`src/rtl/stage_sequencer.sv`:
```
// One-hot stage clock generator: walks a single active bit across NUM_STAGES enables,
// dwelling a programmable count per stage. Optional abort input via `STAGE_SEQ_ABORT_EN.
module stage_sequencer #(
  parameter int NUM_STAGES = 6,
  parameter int DWELL_W    = 4,
  parameter int IDX_W      = $clog2(NUM_STAGES)
) (
  input  logic                  clk,
  input  logic                  rst,
  input  logic                  start,
  input  logic                  shift,
  input  logic                  mode,
  input  logic                  stop,
  input  logic [DWELL_W-1:0]    dwell,
`ifdef STAGE_SEQ_ABORT_EN
  input  logic                  abort,
`endif
  output logic [NUM_STAGES-1:0] out,
  output logic [IDX_W-1:0]      stage_idx,
  output logic                  busy,
  output logic                  done,
  output logic                  debug_in
);

  typedef enum logic [1:0] {IDLE, RUN, DONE} state_t;

  state_t             state;
  logic [DWELL_W-1:0] cnt;
  logic [DWELL_W-1:0] dwell_r;
  logic               mode_r;
  logic               stop_pending;
  logic               abort_hit;
  logic               tick;
  logic               last_stage;
  logic               accept;
  logic               wrap;

  function automatic logic [DWELL_W-1:0] dwell_floor(input logic [DWELL_W-1:0] d);
    return (d == '0) ? DWELL_W'(1) : d;
  endfunction

`ifdef STAGE_SEQ_ABORT_EN
  assign abort_hit = abort;
`else
  assign abort_hit = 1'b0;
`endif

  assign tick       = (cnt == DWELL_W'(1));
  assign last_stage = (stage_idx == IDX_W'(NUM_STAGES - 1));
  assign accept     = (state == IDLE) && start;
  // A wrap happens only on the final tick of a loop pass with no stop requested.
  assign wrap       = (state == RUN) && !abort_hit && shift && tick && last_stage &&
                      mode_r && !stop_pending;
  assign debug_in   = accept || wrap;

  // Start-time configuration; never consulted outside RUN, so no reset needed.
  always_ff @(posedge clk) begin
    if (!rst && accept) begin
      dwell_r <= dwell_floor(dwell);
      mode_r  <= mode;
    end
  end

  always_ff @(posedge clk) begin
    if (rst) begin
      state        <= IDLE;
      out          <= '0;
      stage_idx    <= '0;
      busy         <= 1'b0;
      done         <= 1'b0;
      cnt          <= '0;
      stop_pending <= 1'b0;
    end else begin
      case (state)
        IDLE: begin
          done <= 1'b0;
          if (start) begin
            state        <= RUN;
            out          <= NUM_STAGES'(1);
            stage_idx    <= '0;
            busy         <= 1'b1;
            cnt          <= dwell_floor(dwell);
            stop_pending <= 1'b0;
          end
        end
        RUN: begin
          if (abort_hit) begin
            state        <= IDLE;
            out          <= '0;
            stage_idx    <= '0;
            busy         <= 1'b0;
            done         <= 1'b0;
            stop_pending <= 1'b0;
          end else begin
            if (stop && mode_r) stop_pending <= 1'b1;
            if (shift) begin
              if (!tick) begin
                cnt <= cnt - DWELL_W'(1);
              end else if (!last_stage) begin
                out       <= out << 1;
                stage_idx <= stage_idx + IDX_W'(1);
                cnt       <= dwell_r;
              end else if (!mode_r || stop_pending) begin
                state <= DONE;
                out   <= '0;
                busy  <= 1'b0;
                done  <= 1'b1;
              end else begin
                out       <= NUM_STAGES'(1);
                stage_idx <= '0;
                cnt       <= dwell_r;
              end
            end
          end
        end
        DONE: begin
          state        <= IDLE;
          done         <= 1'b0;
          stop_pending <= 1'b0;
        end
        default: state <= IDLE;
      endcase
    end
  end

endmodule
```
`config.mk`:
```
export PLATFORM = sky130hd
export DESIGN_NAME = stage_sequencer
export DESIGN_NICKNAME = d
export VERILOG_FILES = /design/src/rtl/stage_sequencer.sv
export SDC_FILE = /design/constraint.sdc
export NUM_CORES = 1
export LEC_CHECK = 0
export ABC_AREA = 1
export ABC_CLOCK_PERIOD_IN_PS = 1300
export CAP_MARGIN = 10
export CELL_PAD_IN_SITES_DETAIL_PLACEMENT = 0
export CELL_PAD_IN_SITES_GLOBAL_PLACEMENT = 1
export CORE_UTILIZATION = 33
export DETAILED_ROUTE_END_ITERATION = 12
export GPL_TIMING_DRIVEN = 0
export PLACE_DENSITY = 0.74
export SYNTH_ARGS = -nofsm -noshare
export SYNTH_HDL_FRONTEND = slang
export SYNTH_SLANG_ARGS = --single-unit
export TNS_END_PERCENT = 20
```
`constraint.sdc`:
```
create_clock -name clk -period 1.3 [get_ports clk]
set_clock_uncertainty 0.05 [all_clocks]
set_input_delay 0.195 -clock clk [delete_from_list [all_inputs] [get_ports clk]]
set_output_delay 0.195 -clock clk [all_outputs]
set_load 0.1 [all_outputs]
```
==> flow_summary.toml, run 1 <==
[status]
status = "finished, violations left"
violations = "negative setup slack"

[synthesis]
synthFlopType = "dfxtp_1"
syn_avg_cell_area_um2 = 7.304
synth.area.top_cells = "dfxtp_1, nand2_1, edfxtp_1"
synth.distinct_cells = 30
netlist.top_cell.by_area = "dfxtp_1"
synth_edf_count = 5
yosysMostFrequentCell = "nand2_1"
yosys-top-cells-count = "nand2_1, nor2_1, dfxtp_1"
yosys_register_bits = 23
synthArstFlopShare = 0
ys_seq_area_frac = 0.4211
synth_top_cell_area_share = 0.2972
syn_nets = 178
synth_cells = 166
yosys_warnings = 0
netlist_area_um2 = 1212

[timing]
fin_crit_ps = 1693
tightest_slew_ps = 555.2
fin_setup_tns_ps = -1354
drv_slew = 0
finalSetupViolCount = 16
rsz0062_at_grt = "true"
final_hold_viol_count = 0
period_share = 1.302
setup_slack_ps = -393.2
slew_headroom = 0.6298
clock.fmax_mhz = 590.6

[global_routing]
grt_pass1_wl_mm = 4.933
antenna_found_initial = 0
grt_pass1_vias = 1152
grt_use_total = 0.1541
grt_max_degree = 14
grt_remaining_overflow = 0

[cells_and_area]
num_antenna_cells = 0
design_area_um2 = 1760
area_delta_synth_final_pct = 45.20
fill_cells = 350
final_layout_size_suffix_gt1_frac = 0.3268
finalNetCount = 218

[floorplanning]
pin_count = 22
die_h_um = 62.62
die_x_um = 62.62
coreArea_um2 = 3416
floorplan.initialDensity = 0.3549
die_area_um2 = 3921
rows = 21

[place]
dpl_cell_area_um2 = 1531
place.gp.congestion = 0.7349
dp.final_hpwl_mm = 2.028
port_buffers = 21

[route]
viasPerCell = 4.685
drc = 0
dr_total_vias = 1176
routed_wl_mm = 2.842
routedWlPerCell_um = 11.32
drtIter0Drc = 26
drt_pass1_iterations = 4
drt.antenna.violating_nets = 0

[power]
powerDensity_nw_per_um2 = 1280
p_leak_uw = 0.0007348
ir_drop_mv = 0.7926

[setup_path]
reg2reg_slack_ps = -120
cp.buffers_inverters = 5
r2r_end = "stage_idx[1]"
cp-start-kind = "register"
cp_data_required_time_ps = 1050
worstRegToRegCells = 9
cp_cell_sequence = "inv_2 > nand2_4 > inv_8 > nand2_4 > inv_8 > nor2_4 > nand2_2 > clkinvlp_4 > buf_12"
crit_type = "reg -> out"
cp-startpoint = "state[1]"
r2r-start = "cnt[1]"
crit_slowest_cell = "dfxtp_2"
worst_path_dominant_cell_family = "buffers and inverters"
arrival_ps = 1450
cp_max_fo = 7
crit_path_end_kind = "output pin"
critical_path.max_stage_delay_ps = 350

[clocking]
cts_hold_buf = 0
clock_sinks = 23
cts_tree = "yes"
numCtsBuffers = 3
cts_root_buf = "clkbuf_4"
htree_levels = 1
cts.clk_slew.worst_paths_ps = 130
clk_path_buf_depth = 2
clock_latency_ps = 310

[hold_path]
hp-class = "in -> reg"
holdPathStages = 1
hold_end = "mode_r"
hp-start = "mode"

[run]
cap_violations = 0
## what timing repair did
item / CTS / global route
resized for setup: 91 / 13
buffers inserted: 12 / 2
pin swaps: 5 / 5
setup endpoints to repair: 30 / 26
hold endpoints to repair: 0 / 0
## kinds of logic (layout without fill, tap and decap cells)
kind of cell,after synthesis,in the layout,share of synthesized area
AO/OA/AOI/OAI,16,16,0.08049
XOR/XNOR,1,1,0.007225
adder cells (fa/ha/maj),2,2,0.02064
buffers and inverters,23,62,0.07842
flip-flops,23,23,0.4211
AND/OR/NAND/NOR,101,101,0.3922
## flip-flops by register name, indices dropped and copies added, names as in the netlist
signal / flops
mode_r: 1
out: 6
stage_idx: 3
done: 1
cnt: 4
state: 2
busy: 1
stop_pending: 1
dwell_r: 4
## report_power, final
group          total (uW)  internal (uW)  switching (uW)
logic                1060            412             648
registers             866            796            69.5
clock network         328            115             213
## metrics by stage
stage / util / hold slack [ps] / power (uW) / setup slack (ps) / std cells
2_1_floorplan: - / 223.7 / 1511 / -318.7 / 166
3_3_place_gp: 0.4484 / 406.6 / 1689 / -1458 / 233
3_5_place_dp: 0.4484 / 416.0 / 1694 / -1451 / 233
4_1_cts: 0.4908 / 372.7 / 2186 / -420.7 / 249
5_1_grt: 0.5154 / 376.2 / 2409 / -470.3 / 251
6_report: 0.5154 / 381.6 / 2254 / -393.2 / 251
## routing by layer
metal  wire (um)  GRT usage  up-vias
met1        1256     0.1854      542
met3          75    0.01642        2
li1            -          -      614
met4          20    0.05233        0
met2        1489     0.2813       18
met5           0          0        -
## cells in the final DEF, fill, tap and decap left out, types with 5 or more instances in the layout
master,instances
inv_1,11
buf_4,20
nor2_1,21
buf_6,5
clkdlybuf4s50_1,9
nand2_1,40
a21oi_1,9
dfxtp_1,11
nand2_4,5
nand3_1,15
edfxtp_1,5
## worst max-delay path by stage
stage                          end  slack [ps]  cells past startpoint
after floorplan           debug_in        -320                      7
after global placement    debug_in       -1460                      6
after detailed placement  debug_in       -1450                      6
after CTS                 debug_in        -420                      7
after global routing      debug_in        -470                      7
final                     debug_in        -390                      9
## cell type report
class                           instances  area, um^2  share of cell area
Sequential cell                        23       526.8              0.2992
Buffer                                  4       15.01            0.008529
Multi-Input combinational cell        120       724.4              0.4115
Inverter                               19       92.59             0.05259
Tap cell                               46       57.56             0.03269
Clock buffer                            3       22.52             0.01279
Timing Repair Buffer                   35       316.6              0.1798
Clock inverter                          1       5.005            0.002843
(Power assumes the default switching activity.)
==> run 2: changes to the inputs <==
--- a/config.mk
+++ b/config.mk
@@ -14,6 +14,7 @@
 export DETAILED_ROUTE_END_ITERATION = 12
 export GPL_TIMING_DRIVEN = 0
 export PLACE_DENSITY = 0.74
+export REMOVE_ABC_BUFFERS = 1
 export SYNTH_ARGS = -nofsm -noshare
 export SYNTH_HDL_FRONTEND = slang
 export SYNTH_SLANG_ARGS = --single-unit
==> run 2 against run 1 <==
Net effect: the flow still finishes with violations (negative setup slack); clock-buffer cell count is 1 higher; die area is the same; sequential share of layout area increased by 0.87 points; final cell count shrank 2.8%; sequential power up 0.7%; fmax grew 2.6%; clock power up 3%; register-to-register slack better by 80 ps; global-route usage about the same; critical path type unchanged; largest cell class unchanged.
==> flow_summary.toml, run 2 (same netlist as run 1, synthesis figures left out) <==
[route]
drt_pass1_iterations = 4
drt.antenna.violating_nets = 0
routed_wl_mm = 2.756
routedWlPerCell_um = 11.30
top_layer_used = "met4"
dr_total_vias = 1118
drc = 0
drt-met1-wl_mm = 1.250
viasPerCell = 4.582
routed-wl-met2_mm = 1.388
wl_met3_um = 97
drtIter0Drc = 35

[cells_and_area]
final_layout_size_suffix_gt1_frac = 0.3283
num_antenna_cells = 0
fin_util = 0.4996
top_regs = "out (6), cnt (4), dwell_r (4)"
largest_register = "out"
fill_cells = 353
area_delta_synth_final_pct = 40.76
largest_register_ffs = 6
stdcell_count = 244
design_area_um2 = 1707
finalNetCount = 211
final_common_cell = "nand2_1"
layout_common_cells = "nand2_1, nor2_1, buf_4"

[status]
status = "finished, violations left"
violations = "negative setup slack"

[global_routing]
grt_pass1_wl_mm = 4.899
antenna_found_initial = 0
grt_pass1_vias = 1093
grt_max_degree = 13
grt_remaining_overflow = 0
grt_use_total = 0.1543

[floorplanning]
pin_count = 22
die_x_um = 62.62
floorplan.initialDensity = 0.3549
die_h_um = 62.62
die_area_um2 = 3921
coreArea_um2 = 3416
rows = 21

[power]
p_leak_uw = 0.0007175
powerDensity_nw_per_um2 = 1287
ir_drop_mv = 0.7259

[clocking]
clock_sinks = 23
numCtsBuffers = 3
cts.clk_slew.worst_paths_ps = 120
htree_levels = 1
clock_latency_ps = 310
cts_root_buf = "clkbuf_4"
clk_path_buf_depth = 2
cts_tree = "yes"

[setup_path]
crit_type = "reg -> out"
cp-start-kind = "register"
reg2reg_slack_ps = -40
crit_path_end_kind = "output pin"
arrival_ps = 1410
cp-startpoint = "cnt[1]"
r2r-start = "cnt[1]"
cp_max_fo = 2
cp_data_required_time_ps = 1050

[timing]
fin_crit_ps = 1651
period_share = 1.270
drv_slew = 0
rsz0062_at_grt = "true"
slew_headroom = 0.6354
setup_slack_ps = -351.0
final_hold_viol_count = 0
fin_setup_tns_ps = -457.3
clock.fmax_mhz = 605.7
tightest_slew_ps = 546.8
hold_ws_ps = 383.4
finalSetupViolCount = 6

[place]
dp.final_hpwl_mm = 1.991
placed_cells = 229
place.gp.congestion = 0.7830
dpl_cell_area_um2 = 1465
port_buffers = 21

[hold_path]
hp-start = "mode"
hp-class = "in -> reg"

[run]
cap_violations = 0
run 2: worst paths after layout:
path,endpoint,depth (start not counted)
hold / removal,mode_r,1
setup / recovery,debug_in,7
hold reg to reg,out[5],2
setup reg to reg,stage_idx[1],8
run 2: metal layers:
layer  GRT usage  vias to the layer above
met2      0.2785                       14
met4     0.02616                        0
li1            -                      596
met3     0.04015                        2
met1      0.1837                      506
met5           0                        -
run 2: layout make-up:
cell class              instances  area, um^2  share of cell area
inverters                      19       90.09             0.05279
flip-flops and latches         23       525.5              0.3079
multi-input cells             120       714.4              0.4186
clock buffers                   4       26.28             0.01540
repair buffers                 32       292.8              0.1716
well taps                      46       57.56             0.03372
run 2: metrics by stage:
stage	worst slack, ps	total power (uW)
floorplan	-1266	1476
global placement	-1363	1653
detailed placement	-1384	1665
CTS	-414.4	2134
global route	-452.6	2341
finish	-351.0	2196
run 2: timing repair:
| item | in CTS | in global routing |
|---|---|---|
| gates cloned | 0 | 0 |
| gates resized for setup | 100 | 22 |
| endpoints found under the hold margin | 0 | 0 |
| hold buffers | 0 | 0 |
| setup buffers | 7 | 4 |
| pin swaps | 4 | 8 |
| setup endpoints to repair | 34 | 26 |
run 2: power by group:
| part | leakage [uW] | switching (uW) | internal (uW) |
|---|---|---|---|
| Sequential | 0.000197 | 72.2 | 799 |
| Clock | 0.0000150 | 217 | 120 |
| Combinational | 0.000506 | 624 | 364 |
| Total | 0.000718 | 913 | 1280 |
run 2: worst max-delay path, stage by stage, from the launching register on:
cell and delay, ps:
dfxtp_2 340, inv_2 60, ha_4 140, nand3_4 80
a21oi_4 150, nand2_2 80, inv_2 70, buf_12 160
==> run 3: changes to the inputs <==
--- a/config.mk
+++ b/config.mk
@@ -11,6 +11,7 @@
 export CELL_PAD_IN_SITES_DETAIL_PLACEMENT = 0
 export CELL_PAD_IN_SITES_GLOBAL_PLACEMENT = 1
 export CORE_UTILIZATION = 33
+export CTS_CLUSTER_DIAMETER = 100
 export DETAILED_ROUTE_END_ITERATION = 12
 export GPL_TIMING_DRIVEN = 0
 export PLACE_DENSITY = 0.74
@@ -18,4 +19,4 @@
 export SYNTH_ARGS = -nofsm -noshare
 export SYNTH_HDL_FRONTEND = slang
 export SYNTH_SLANG_ARGS = --single-unit
-export TNS_END_PERCENT = 20
+export TNS_END_PERCENT = 100
==> run 3 against run 2 <==
Net effect: the flow still finishes with violations (negative setup slack); wire length increased by 2.7%; combinational power increased by 8%; sequential share of layout area decreased by 0.86 points; total power increased by 3.9%; worst hold slack improved by 2.2 ps; clock-buffer cell count unchanged; sequential power increased by 0.7%; final cell count increased by 0.41%; utilization increased by 2.1 points; setup slack got worse by 1.9 ps; largest cell class unchanged.
==> flow_summary.toml, run 3 (same netlist as run 1, synthesis figures left out) <==
[status]
status = "finished, violations left"
violations = "negative setup slack"

[cells_and_area]
final_common_cell = "nand2_1"
stdcell_count = 245
num_antenna_cells = 0
finalNetCount = 212
fill_cells = 341
top_regs = "out (6), cnt (4), dwell_r (4)"
area_delta_synth_final_pct = 46.54
final_layout_size_suffix_gt1_frac = 0.3769
largest_register_ffs = 6
largest_register = "out"
layout_common_cells = "nand2_1, nor2_1, nand3_1, buf_4, inv_1"
seqCellArea_um2 = 531.8
multi_input_area_um2 = 759.5

[setup_path]
cp_data_required_time_ps = 1050
crit_type = "reg -> out"
worstRegToRegCells = 11
cp-startpoint = "cnt[1]"
arrival_ps = 1410
cp-start-kind = "register"
cp_max_fo = 2
r2r_end = "cnt[3]"
crit_path_end = "debug_in"
reg2reg_slack_ps = -140
r2r-start = "cnt[1]"
crit_path_end_kind = "output pin"

[route]
wl_met3_um = 98
routedWlPerCell_um = 11.56
routed-wl-met2_mm = 1.469
dr_total_vias = 1139
drt-met1-wl_mm = 1.240
drt_pass1_iterations = 5
drc = 0
top_layer_used = "met4"
drt.antenna.violating_nets = 0
routed_wl_mm = 2.831
drtIter0Drc = 29
viasPerCell = 4.649

[timing]
clock.fmax_mhz = 605.0
period_share = 1.271
slew_headroom = 0.6429
finalSetupViolCount = 7
final_hold_viol_count = 0
drv_slew = 0
tightest_slew_ps = 535.7
setup_slack_ps = -352.9
fin_crit_ps = 1653
rsz0062_at_grt = "true"

[place]
placed_cells = 229
dp.final_hpwl_mm = 1.991
place.gp.congestion = 0.7830
port_buffers = 21
dpl_worst_slack_ps = -1384

[floorplanning]
floorplan.initialDensity = 0.3549
die_area_um2 = 3921
pin_count = 22
die_x_um = 62.62
die_h_um = 62.62
rows = 21
coreArea_um2 = 3416

[clocking]
cts_root_buf = "clkbuf_4"
htree_levels = 1
clk_path_buf_depth = 2
numCtsBuffers = 3
cts_tree = "yes"
clock_sinks = 23
clock_latency_ps = 310
cts.clk_slew.worst_paths_ps = 120

[global_routing]
grt_max_degree = 13
antenna_found_initial = 0
grt_remaining_overflow = 0
grt_pass1_wl_mm = 4.864
grt_pass1_vias = 1081
grt_use_total = 0.1535

[power]
finalPower_uw = 2282
ir_drop_mv = 0.6993
powerDensity_nw_per_um2 = 1284
p_leak_uw = 0.0007306

[run]
cap_violations = 0

[hold_path]
hp-class = "in -> reg"
-- run 3: cell types whose count changed in the layout (fill, tap and decap cells not counted), sizes merged --
cell  before  now
buf       23   24
-- run 3: worst min-delay path by stage --
stage,startpoint,end,slack [ps],depth (start not counted)
final,mode,mode_r,390,1
after global routing,mode,mode_r,370,1
after CTS,mode,mode_r,370,1
after detailed placement,out[3],out[3],420,2
after global placement,out[5],out[5],410,2
after floorplan,rst,out[0],210,1
-- run 3: worst max-delay path, stage by stage, from the launching register on --
cell     delay [ps]
dfxtp_2         340
inv_2            60
ha_4            140
nand3_4          80
a21oi_4         150
nand2_2          80
inv_2            70
buf_12          160
-- run 3: cell type report --
class	count	area share
Timing Repair Buffer	33	0.1754
Tap cell	46	0.03239
Sequential cell	23	0.2993
Inverter	19	0.05070
Clock buffer	4	0.01479
Multi-Input combinational cell	120	0.4275
-- run 3: power breakdown --
group | total (uW) | switching [uW] | internal [uW]
Sequential | 878 | 75.4 | 803
Clock | 334 | 214 | 120
Combinational | 1070 | 663 | 406
Total | 2280 | 953 | 1330
-- run 3: per-layer routing --
layer | track usage | vias up
li1 | - | 601
met4 | 0.02616 | 0
met5 | 0 | -
met3 | 0.04015 | 2
met1 | 0.1825 | 522
met2 | 0.2772 | 14
-- run 3: what timing repair did --
| action | CTS | global route |
|---|---|---|
| resized for setup | 106 | 34 |
| pin swaps | 12 | 10 |
| setup buffers | 8 | 5 |
| setup endpoints to repair | 34 | 28 |
| hold buffers | 0 | 0 |
-- run 3: metrics by stage --
step	setup TNS [ps]	util	hold WS (ps)	cell area (um^2)
2_1_floorplan	-12040	-	214.1	1197
3_3_place_gp	-12930	0.4289	406.6	1465
3_5_place_dp	-13720	0.4289	423.6	1465
4_1_cts	-1168	0.4736	367.9	1618
5_1_grt	-1878	0.5201	371.7	1777
6_report	-792.3	0.5201	385.6	1777
